<file path="config.mk">
export PLATFORM = sky130hd
export DESIGN_NAME = mem_access_unit
export DESIGN_NICKNAME = d
export VERILOG_FILES = /design/src/rtl/mem_access_unit.sv
export SDC_FILE = /design/constraint.sdc
export NUM_CORES = 1
export LEC_CHECK = 0
export BUFFER_PORTS_ARGS = -buffer_cell sky130_fd_sc_hd__buf_2
export CORE_ASPECT_RATIO = 0.75
export CORE_UTILIZATION = 53
export CTS_CLUSTER_DIAMETER = 60
export CTS_CLUSTER_SIZE = 8
export DETAILED_ROUTE_END_ITERATION = 12
export GPL_TIMING_DRIVEN = 0
export PLACE_DENSITY = 0.85
export SLEW_MARGIN = 20
export SYNTH_ARGS = -nofsm -noshare
export SYNTH_HDL_FRONTEND = slang
export SYNTH_SLANG_ARGS = --single-unit
</file>
<file path="constraint.sdc">
create_clock -name Clock -period 2.9 [get_ports Clock]
set_input_delay 0.145 -clock Clock [delete_from_list [all_inputs] [get_ports Clock]]
set_output_delay 0.145 -clock Clock [all_outputs]
set_load 0.01 [all_outputs]
</file>
<file path="src/rtl/mem_access_unit.sv">
`default_nettype none
// ============================================================================
// Module      : mem_access_unit
// Description : Load/store front-end for a word-wide data RAM. Accepts
//               byte/halfword/word requests on a valid/ready handshake,
//               turns byte addresses into RAM word addresses, performs
//               sub-word stores as read-modify-write, extracts and
//               sign/zero-extends sub-word loads, and returns a one-cycle
//               response pulse carrying load data or a misalignment error.
//
// Ports       : Clock, Reset (async, active-low)
//               Req_Valid/Req_Ready handshake; Req_Write, Req_Size,
//               Req_Signed, Req_Addr (byte address), Req_Wdata
//               Resp_Valid, Resp_Rdata, Resp_Error
//               Ram_Address, Ram_Write_Data, Ram_Mem_Write, Ram_Read_Data
//               (RAM read data is registered: valid one cycle after the
//               address is presented)
//
// Options     : MAU_PERF_CNT_EN - when defined, adds Load_Count and
//               Store_Count outputs counting non-error load/store responses.
//
// Revision    : 1.0 - initial release
// ============================================================================
module mem_access_unit #(
    parameter int DATA_WIDTH = 32,
    parameter int ADDR_WIDTH = 16
) (
    input  logic                  Clock,
    input  logic                  Reset,
    input  logic                  Req_Valid,
    output logic                  Req_Ready,
    input  logic                  Req_Write,
    input  logic [1:0]            Req_Size,
    input  logic                  Req_Signed,
    input  logic [ADDR_WIDTH+1:0] Req_Addr,
    input  logic [DATA_WIDTH-1:0] Req_Wdata,
    output logic                  Resp_Valid,
    output logic [DATA_WIDTH-1:0] Resp_Rdata,
    output logic                  Resp_Error,
    output logic [ADDR_WIDTH-1:0] Ram_Address,
    output logic [DATA_WIDTH-1:0] Ram_Write_Data,
    output logic                  Ram_Mem_Write,
    input  logic [DATA_WIDTH-1:0] Ram_Read_Data
`ifdef MAU_PERF_CNT_EN
    ,
    output logic [31:0]           Load_Count,
    output logic [31:0]           Store_Count
`endif
);

    // ------------------------------------------------------------------------
    // Encodings
    // ------------------------------------------------------------------------
    localparam logic [1:0] c_ST_IDLE   = 2'd0;
    localparam logic [1:0] c_ST_ACCESS = 2'd1;
    localparam logic [1:0] c_ST_WAIT   = 2'd2;
    localparam logic [1:0] c_ST_MERGE  = 2'd3;

    localparam logic [1:0] c_SIZE_BYTE = 2'b00;
    localparam logic [1:0] c_SIZE_HALF = 2'b01;
    localparam logic [1:0] c_SIZE_WORD = 2'b10;

    // ------------------------------------------------------------------------
    // State and latched request
    // ------------------------------------------------------------------------
    logic [1:0]            r_state;
    logic [1:0]            w_next_state;

    logic                  r_write;
    logic [1:0]            r_size;
    logic                  r_signed;
    logic [ADDR_WIDTH+1:0] r_addr;
    logic [DATA_WIDTH-1:0] r_wdata;
    logic [DATA_WIDTH-1:0] r_merged;

    logic                  r_resp_valid;
    logic                  r_resp_error;
    logic [DATA_WIDTH-1:0] r_resp_rdata;

    logic                  w_accept;
    logic                  w_req_error;
    logic                  w_word_store;
    logic [7:0]            w_lane_byte;
    logic [15:0]           w_lane_half;
    logic [DATA_WIDTH-1:0] w_load_data;
    logic [DATA_WIDTH-1:0] w_merge_data;

    assign w_accept     = Req_Valid && Req_Ready;
    assign w_word_store = r_write && (r_size == c_SIZE_WORD);

    // Alignment / size legality of the incoming request
    always_comb begin
        w_req_error = 1'b0;
        case (Req_Size)
            c_SIZE_BYTE: w_req_error = 1'b0;
            c_SIZE_HALF: w_req_error = Req_Addr[0];
            c_SIZE_WORD: w_req_error = |Req_Addr[1:0];
            default:     w_req_error = 1'b1;
        endcase
    end

    // ------------------------------------------------------------------------
    // FSM: state register
    // ------------------------------------------------------------------------
    always_ff @(posedge Clock or negedge Reset) begin
        if (!Reset) begin
            r_state <= c_ST_IDLE;
        end else begin
            r_state <= w_next_state;
        end
    end

    // ------------------------------------------------------------------------
    // FSM: next-state logic
    // ------------------------------------------------------------------------
    always_comb begin
        w_next_state = r_state;
        case (r_state)
            c_ST_IDLE: begin
                // Illegal requests are answered without leaving IDLE
                if (w_accept && !w_req_error) begin
                    w_next_state = c_ST_ACCESS;
                end
            end
            c_ST_ACCESS: begin
                if (w_word_store) begin
                    w_next_state = c_ST_IDLE;
                end else begin
                    w_next_state = c_ST_WAIT;
                end
            end
            c_ST_WAIT: begin
                // Only sub-word stores reach WAIT with r_write set
                if (r_write) begin
                    w_next_state = c_ST_MERGE;
                end else begin
                    w_next_state = c_ST_IDLE;
                end
            end
            c_ST_MERGE: w_next_state = c_ST_IDLE;
            default:    w_next_state = c_ST_IDLE;
        endcase
    end

    // ------------------------------------------------------------------------
    // FSM: output logic
    // ------------------------------------------------------------------------
    always_comb begin
        Req_Ready      = 1'b0;
        Ram_Address    = r_addr[ADDR_WIDTH+1:2];
        Ram_Mem_Write  = 1'b0;
        Ram_Write_Data = '0;
        case (r_state)
            c_ST_IDLE: begin
                Req_Ready   = 1'b1;
                // Present the incoming word address so the RAM can start early
                Ram_Address = Req_Addr[ADDR_WIDTH+1:2];
            end
            c_ST_ACCESS: begin
                if (w_word_store) begin
                    Ram_Mem_Write  = 1'b1;
                    Ram_Write_Data = r_wdata;
                end
            end
            c_ST_MERGE: begin
                Ram_Mem_Write  = 1'b1;
                Ram_Write_Data = r_merged;
            end
            default: begin
                Req_Ready = 1'b0;
            end
        endcase
    end

    // ------------------------------------------------------------------------
    // Lane extraction and merge (little-endian lanes)
    // ------------------------------------------------------------------------
    assign w_lane_byte = Ram_Read_Data[{r_addr[1:0], 3'b000} +: 8];
    assign w_lane_half = Ram_Read_Data[{r_addr[1], 4'b0000} +: 16];

    always_comb begin
        w_load_data = Ram_Read_Data;
        case (r_size)
            c_SIZE_BYTE: w_load_data = {{(DATA_WIDTH-8){r_signed & w_lane_byte[7]}}, w_lane_byte};
            c_SIZE_HALF: w_load_data = {{(DATA_WIDTH-16){r_signed & w_lane_half[15]}}, w_lane_half};
            default:     w_load_data = Ram_Read_Data;
        endcase
    end

    always_comb begin
        w_merge_data = Ram_Read_Data;
        if (r_size == c_SIZE_BYTE) begin
            w_merge_data[{r_addr[1:0], 3'b000} +: 8] = r_wdata[7:0];
        end else if (r_size == c_SIZE_HALF) begin
            w_merge_data[{r_addr[1], 4'b0000} +: 16] = r_wdata[15:0];
        end
    end

    // ------------------------------------------------------------------------
    // Request latch, merge register and response registers
    // ------------------------------------------------------------------------
    always_ff @(posedge Clock or negedge Reset) begin
        if (!Reset) begin
            r_write      <= 1'b0;
            r_size       <= 2'b00;
            r_signed     <= 1'b0;
            r_addr       <= '0;
            r_wdata      <= '0;
            r_merged     <= '0;
            r_resp_valid <= 1'b0;
            r_resp_error <= 1'b0;
            r_resp_rdata <= '0;
        end else begin
            r_resp_valid <= 1'b0;

            if (w_accept) begin
                r_write  <= Req_Write;
                r_size   <= Req_Size;
                r_signed <= Req_Signed;
                r_addr   <= Req_Addr;
                r_wdata  <= Req_Wdata;
                if (w_req_error) begin
                    r_resp_valid <= 1'b1;
                    r_resp_error <= 1'b1;
                    r_resp_rdata <= '0;
                end
            end

            case (r_state)
                c_ST_ACCESS: begin
                    if (w_word_store) begin
                        r_resp_valid <= 1'b1;
                        r_resp_error <= 1'b0;
                        r_resp_rdata <= '0;
                    end
                end
                c_ST_WAIT: begin
                    if (r_write) begin
                        r_merged <= w_merge_data;
                    end else begin
                        r_resp_valid <= 1'b1;
                        r_resp_error <= 1'b0;
                        r_resp_rdata <= w_load_data;
                    end
                end
                c_ST_MERGE: begin
                    r_resp_valid <= 1'b1;
                    r_resp_error <= 1'b0;
                    r_resp_rdata <= '0;
                end
                default: begin
                    r_merged <= r_merged;
                end
            endcase
        end
    end

    assign Resp_Valid = r_resp_valid;
    assign Resp_Error = r_resp_error;
    assign Resp_Rdata = r_resp_rdata;

`ifdef MAU_PERF_CNT_EN
    // ------------------------------------------------------------------------
    // Performance counters: successful responses only, free-running wrap
    // ------------------------------------------------------------------------
    logic        w_load_resp;
    logic        w_store_resp;
    logic [31:0] r_load_count;
    logic [31:0] r_store_count;

    assign w_load_resp  = (r_state == c_ST_WAIT) && !r_write;
    assign w_store_resp = ((r_state == c_ST_ACCESS) && w_word_store) ||
                          (r_state == c_ST_MERGE);

    always_ff @(posedge Clock or negedge Reset) begin
        if (!Reset) begin
            r_load_count  <= '0;
            r_store_count <= '0;
        end else begin
            if (w_load_resp) begin
                r_load_count <= r_load_count + 32'd1;
            end
            if (w_store_resp) begin
                r_store_count <= r_store_count + 32'd1;
            end
        end
    end

    assign Load_Count  = r_load_count;
    assign Store_Count = r_store_count;
`endif

endmodule
`default_nettype wire

</file>
==> results.py <==
metrics = {
    "run_status": {
        "status": "finished clean",
    },
    "placement": {
        "port_buffers": 172,
        "pre_cts_slack_ns": -0.0610,
        "place_inst": 1018,
        "routabilityCongestion": 0.978,
        "hpwl_um": 15300,
    },
    "worst_setup_path": {
        "cp-start-kind": "flop",
        "cp_slowest_stage_delay_ns": 0.47,
        "crit_fanout": 19,
        "end_kind": "flop",
        "critPathArrivalTime_ns": 3.06,
        "worst-path-buf-inv": 4,
        "slowest_stage": "dfrtp_2",
        "critPathRequiredTime_ns": 3.26,
        "crit_chain": "buf_4 > inv_1 > buf_2 > ha_1 > nor4bb_1 > clkbuf_2 > a221oi_1 > a211oi_1 > a21o_1",
        "worstSetupPathType": "flop to flop",
        "cp_top_family": "buffers and inverters",
    },
    "cts": {
        "cts.clk_slew.worst_paths_ns": 0.06,
        "cts_buffer_depth": 2,
        "cts_root_buf": "clkbuf_16",
        "insertion_delay_ns": 0.42,
        "numCtsBuffers": 17,
        "cts.sinks": 122,
        "tritoncts": "built",
        "htreeDepth": 4,
    },
    "floorplanning": {
        "dieArea_um2": 12800,
        "rows": 34,
        "start_util": 0.555,
        "top_level_ports": 173,
        "coreArea_um2": 11800,
        "die_w_um": 130,
        "die_h_um": 98.2,
    },
    "power": {
        "power_density_nw_per_um2": 1070,
        "seqPwrFrac": 0.341,
        "irDropWorstVdd_mv": 0.594,
        "combPwrFrac": 0.441,
        "intPower_w": 0.00547,
        "power.switching_w": 0.00392,
        "clkPwrFrac": 0.218,
        "power_switching_share": 0.417,
        "power_leakage_nw": 4.42,
    },
    "synthesis": {
        "synthCells": 683,
        "synthArstFlopShare": 1.00,
        "synth_area_per_cell_um2": 9.57,
        "seq_area_frac_synth": 0.467,
        "synth_edf_count": 0,
        "synth_cell_types": 45,
        "synthXorXnorAreaFrac": 0,
        "synth-adder-area-share": 0.00957,
        "synth_mux_area_frac": 0.0618,
        "syn_nets": 777,
        "synth_flop_cell": "dfrtp_1",
        "yosysTopAreaCell": "dfrtp_1",
        "netlist.area_leader.share": 0.467,
        "ys_warn_count": 0,
        "synthSimpleGateAreaFrac": 0.150,
        "ys_top_cells_by_count": "nand2_1 (171), dfrtp_1 (122), a22o_1 (48), a21oi_1 (39)",
        "yosysMostFrequentCell": "nand2_1",
        "synth_area_um2": 6540,
        "synth_top_family_by_area": "compound AO/OA/AOI/OAI gates",
        "ys_top_cells_by_area": "dfrtp_1 (47%), nand2_1 (9.8%), a22o_1 (6.4%), o2bb2ai_1 (4.2%), a21oi_1 (3.0%)",
        "synth_compound_area_frac": 0.257,
        "ys_ff_latch": 122,
    },
    "finish": {
        "antenna_cells": 0,
        "stdcell_count": 1104,
        "syn2layout_area_growth_pct": 33.9,
        "fillers": 875,
        "num-nets-final": 1023,
        "final_core_util": 0.743,
        "layout-drive-gt1-share": 0.278,
    },
    "grt": {
        "grt_pass1_vias": 6488,
        "overflow": 0,
        "grt_use_total": 0.371,
        "antenna_found_initial": 0,
        "grt_pass1_wl_um": 35300,
        "grt_max_degree": 78,
    },
    "detailed_routing": {
        "ant_nets": 0,
        "routedWlPerCell_um": 20.5,
        "drc": 0,
        "routed_wl_um": 22700,
        "drtPass1Iterations": 7,
        "via_per_inst": 6.16,
        "drt_iter0_markers": 789,
        "vias": 6804,
    },
    "timing": {
        "hold_viol": 0,
        "rsz0062_at_grt": "false",
        "tns_ns": 0,
        "skew_ns": 0.00726,
        "worst_pin_slew_ns": 0.650,
        "setup_violations": 0,
        "setup_ws_ns": 0.195,
        "slew_headroom": 0.565,
        "fin_crit_sh": 0.933,
        "fin_crit_ns": 2.70,
        "slew_violations": 0,
        "fmax_mhz": 370,
    },
    "worst_hold_path": {
        "hp-class": "input pin to flop",
    },
    "job": {
        "maxCapViolCount": 0,
    },
}
==> cells in the final DEF, fill, tap and decap left out, types with 20 or more instances in the layout <==
cell type,n
a221oi_1,21
dlygate4sd3_1,55
buf_2,190
clkbuf_1,31
a22o_1,48
a21oi_1,39
o2bb2ai_1,31
nand2_1,171
dfrtp_1,121
inv_1,20
==> sequential cells by signal, summed over array words and instances, names as in the netlist <==
register and count:
r_wdata 32, r_size 2, r_addr 18, r_state 2, r_signed 1, Resp_Rdata 32
Resp_Error 1, Resp_Valid 1, r_write 1, r_merged 32
==> final cells by class <==
| type | instances | area (um2) | area share |
|---|---|---|---|
| inverter | 20 | 75.1 | 0.00857 |
| multi-input combinational | 481 | 3130 | 0.358 |
| timing repair buffer | 228 | 1450 | 0.165 |
| clock buffer | 22 | 474 | 0.0542 |
| tap | 162 | 203 | 0.0231 |
| buffer | 59 | 279 | 0.0319 |
| sequential | 122 | 3050 | 0.349 |
| clock inverter | 10 | 92.6 | 0.0106 |
==> metal layers <==
metal | track usage | wire length (um) | vias to the layer above
met1 | 0.507 | 9160 | 3245
met5 | 0 | 0 | -
met4 | 0.175 | 927 | 0
li1 | - | - | 2988
met2 | 0.550 | 10000 | 482
met3 | 0.0964 | 2570 | 89
==> repair_timing <==
action / 4_1_cts / 5_1_grt
buffers inserted: 0 / 0
pin swaps: 0 / 1
hold endpoints to repair: 99 / 0
endpoints found under the setup margin: 7 / 17
hold buffers: 55 / 0
resized for setup: 2 / 3
==> path summary, 6_finish.rpt <==
check | slack [ns] | startpoint | to | depth (start not counted)
min reg2reg | 0.48 | r_addr[13] | r_addr[13] | 2
min in group asynchronous | 0.22 | Reset | r_wdata[26] | 2
max | 0.20 | r_addr[1] | r_merged[29] | 9
max in group asynchronous | 1.95 | Reset | r_addr[1] | 3
max reg2reg | 0.20 | r_addr[1] | r_merged[29] | 9
min | 0.02 | Ram_Read_Data[0] | r_merged[0] | 2
==> worst register-to-register path, cell delays in order, from the launching register on <==
cell and delay [ns]:
dfrtp_2 0.47, buf_4 0.23, inv_1 0.10, buf_2 0.28
ha_1 0.35, nor4bb_1 0.29, clkbuf_2 0.26, a221oi_1 0.11
a211oi_1 0.43, a21o_1 0.13
==> power by group through the flow <==
| stage | registers (W) | logic (W) | clock network [W] |
|---|---|---|---|
| final | 0.00320 | 0.00414 | 0.00205 |
| after global routing | 0.00327 | 0.00450 | 0.00212 |
| after CTS | 0.00315 | 0.00404 | 0.00204 |
| after detailed placement | 0.00315 | 0.00394 | 0 |
| after global placement | 0.00313 | 0.00387 | 0 |
| after floorplan | 0.00304 | 0.00267 | 0 |
==> kinds of logic after synthesis <==
| family | Yosys count |
|---|---|
| flip-flops | 122 |
| AND/OR/NAND/NOR | 227 |
| buffers and inverters | 80 |
| AO/OA/AOI/OAI | 217 |
| multiplexers | 32 |
| adder cells (fa/ha/maj) | 5 |
==> metrics by stage <==
stage / cell area [um2] / hold slack, ns / total power [W]
2_1_floorplan: 6540 / -0.151 / 0.00570
3_3_place_gp: 7600 / 0.334 / 0.00700
3_5_place_dp: 7630 / 0.0947 / 0.00710
4_1_cts: 8750 / 0.0122 / 0.00923
5_1_grt: 8760 / 0.0117 / 0.00990
6_report: 8760 / 0.0205 / 0.00939
(Power assumes the default switching activity.)
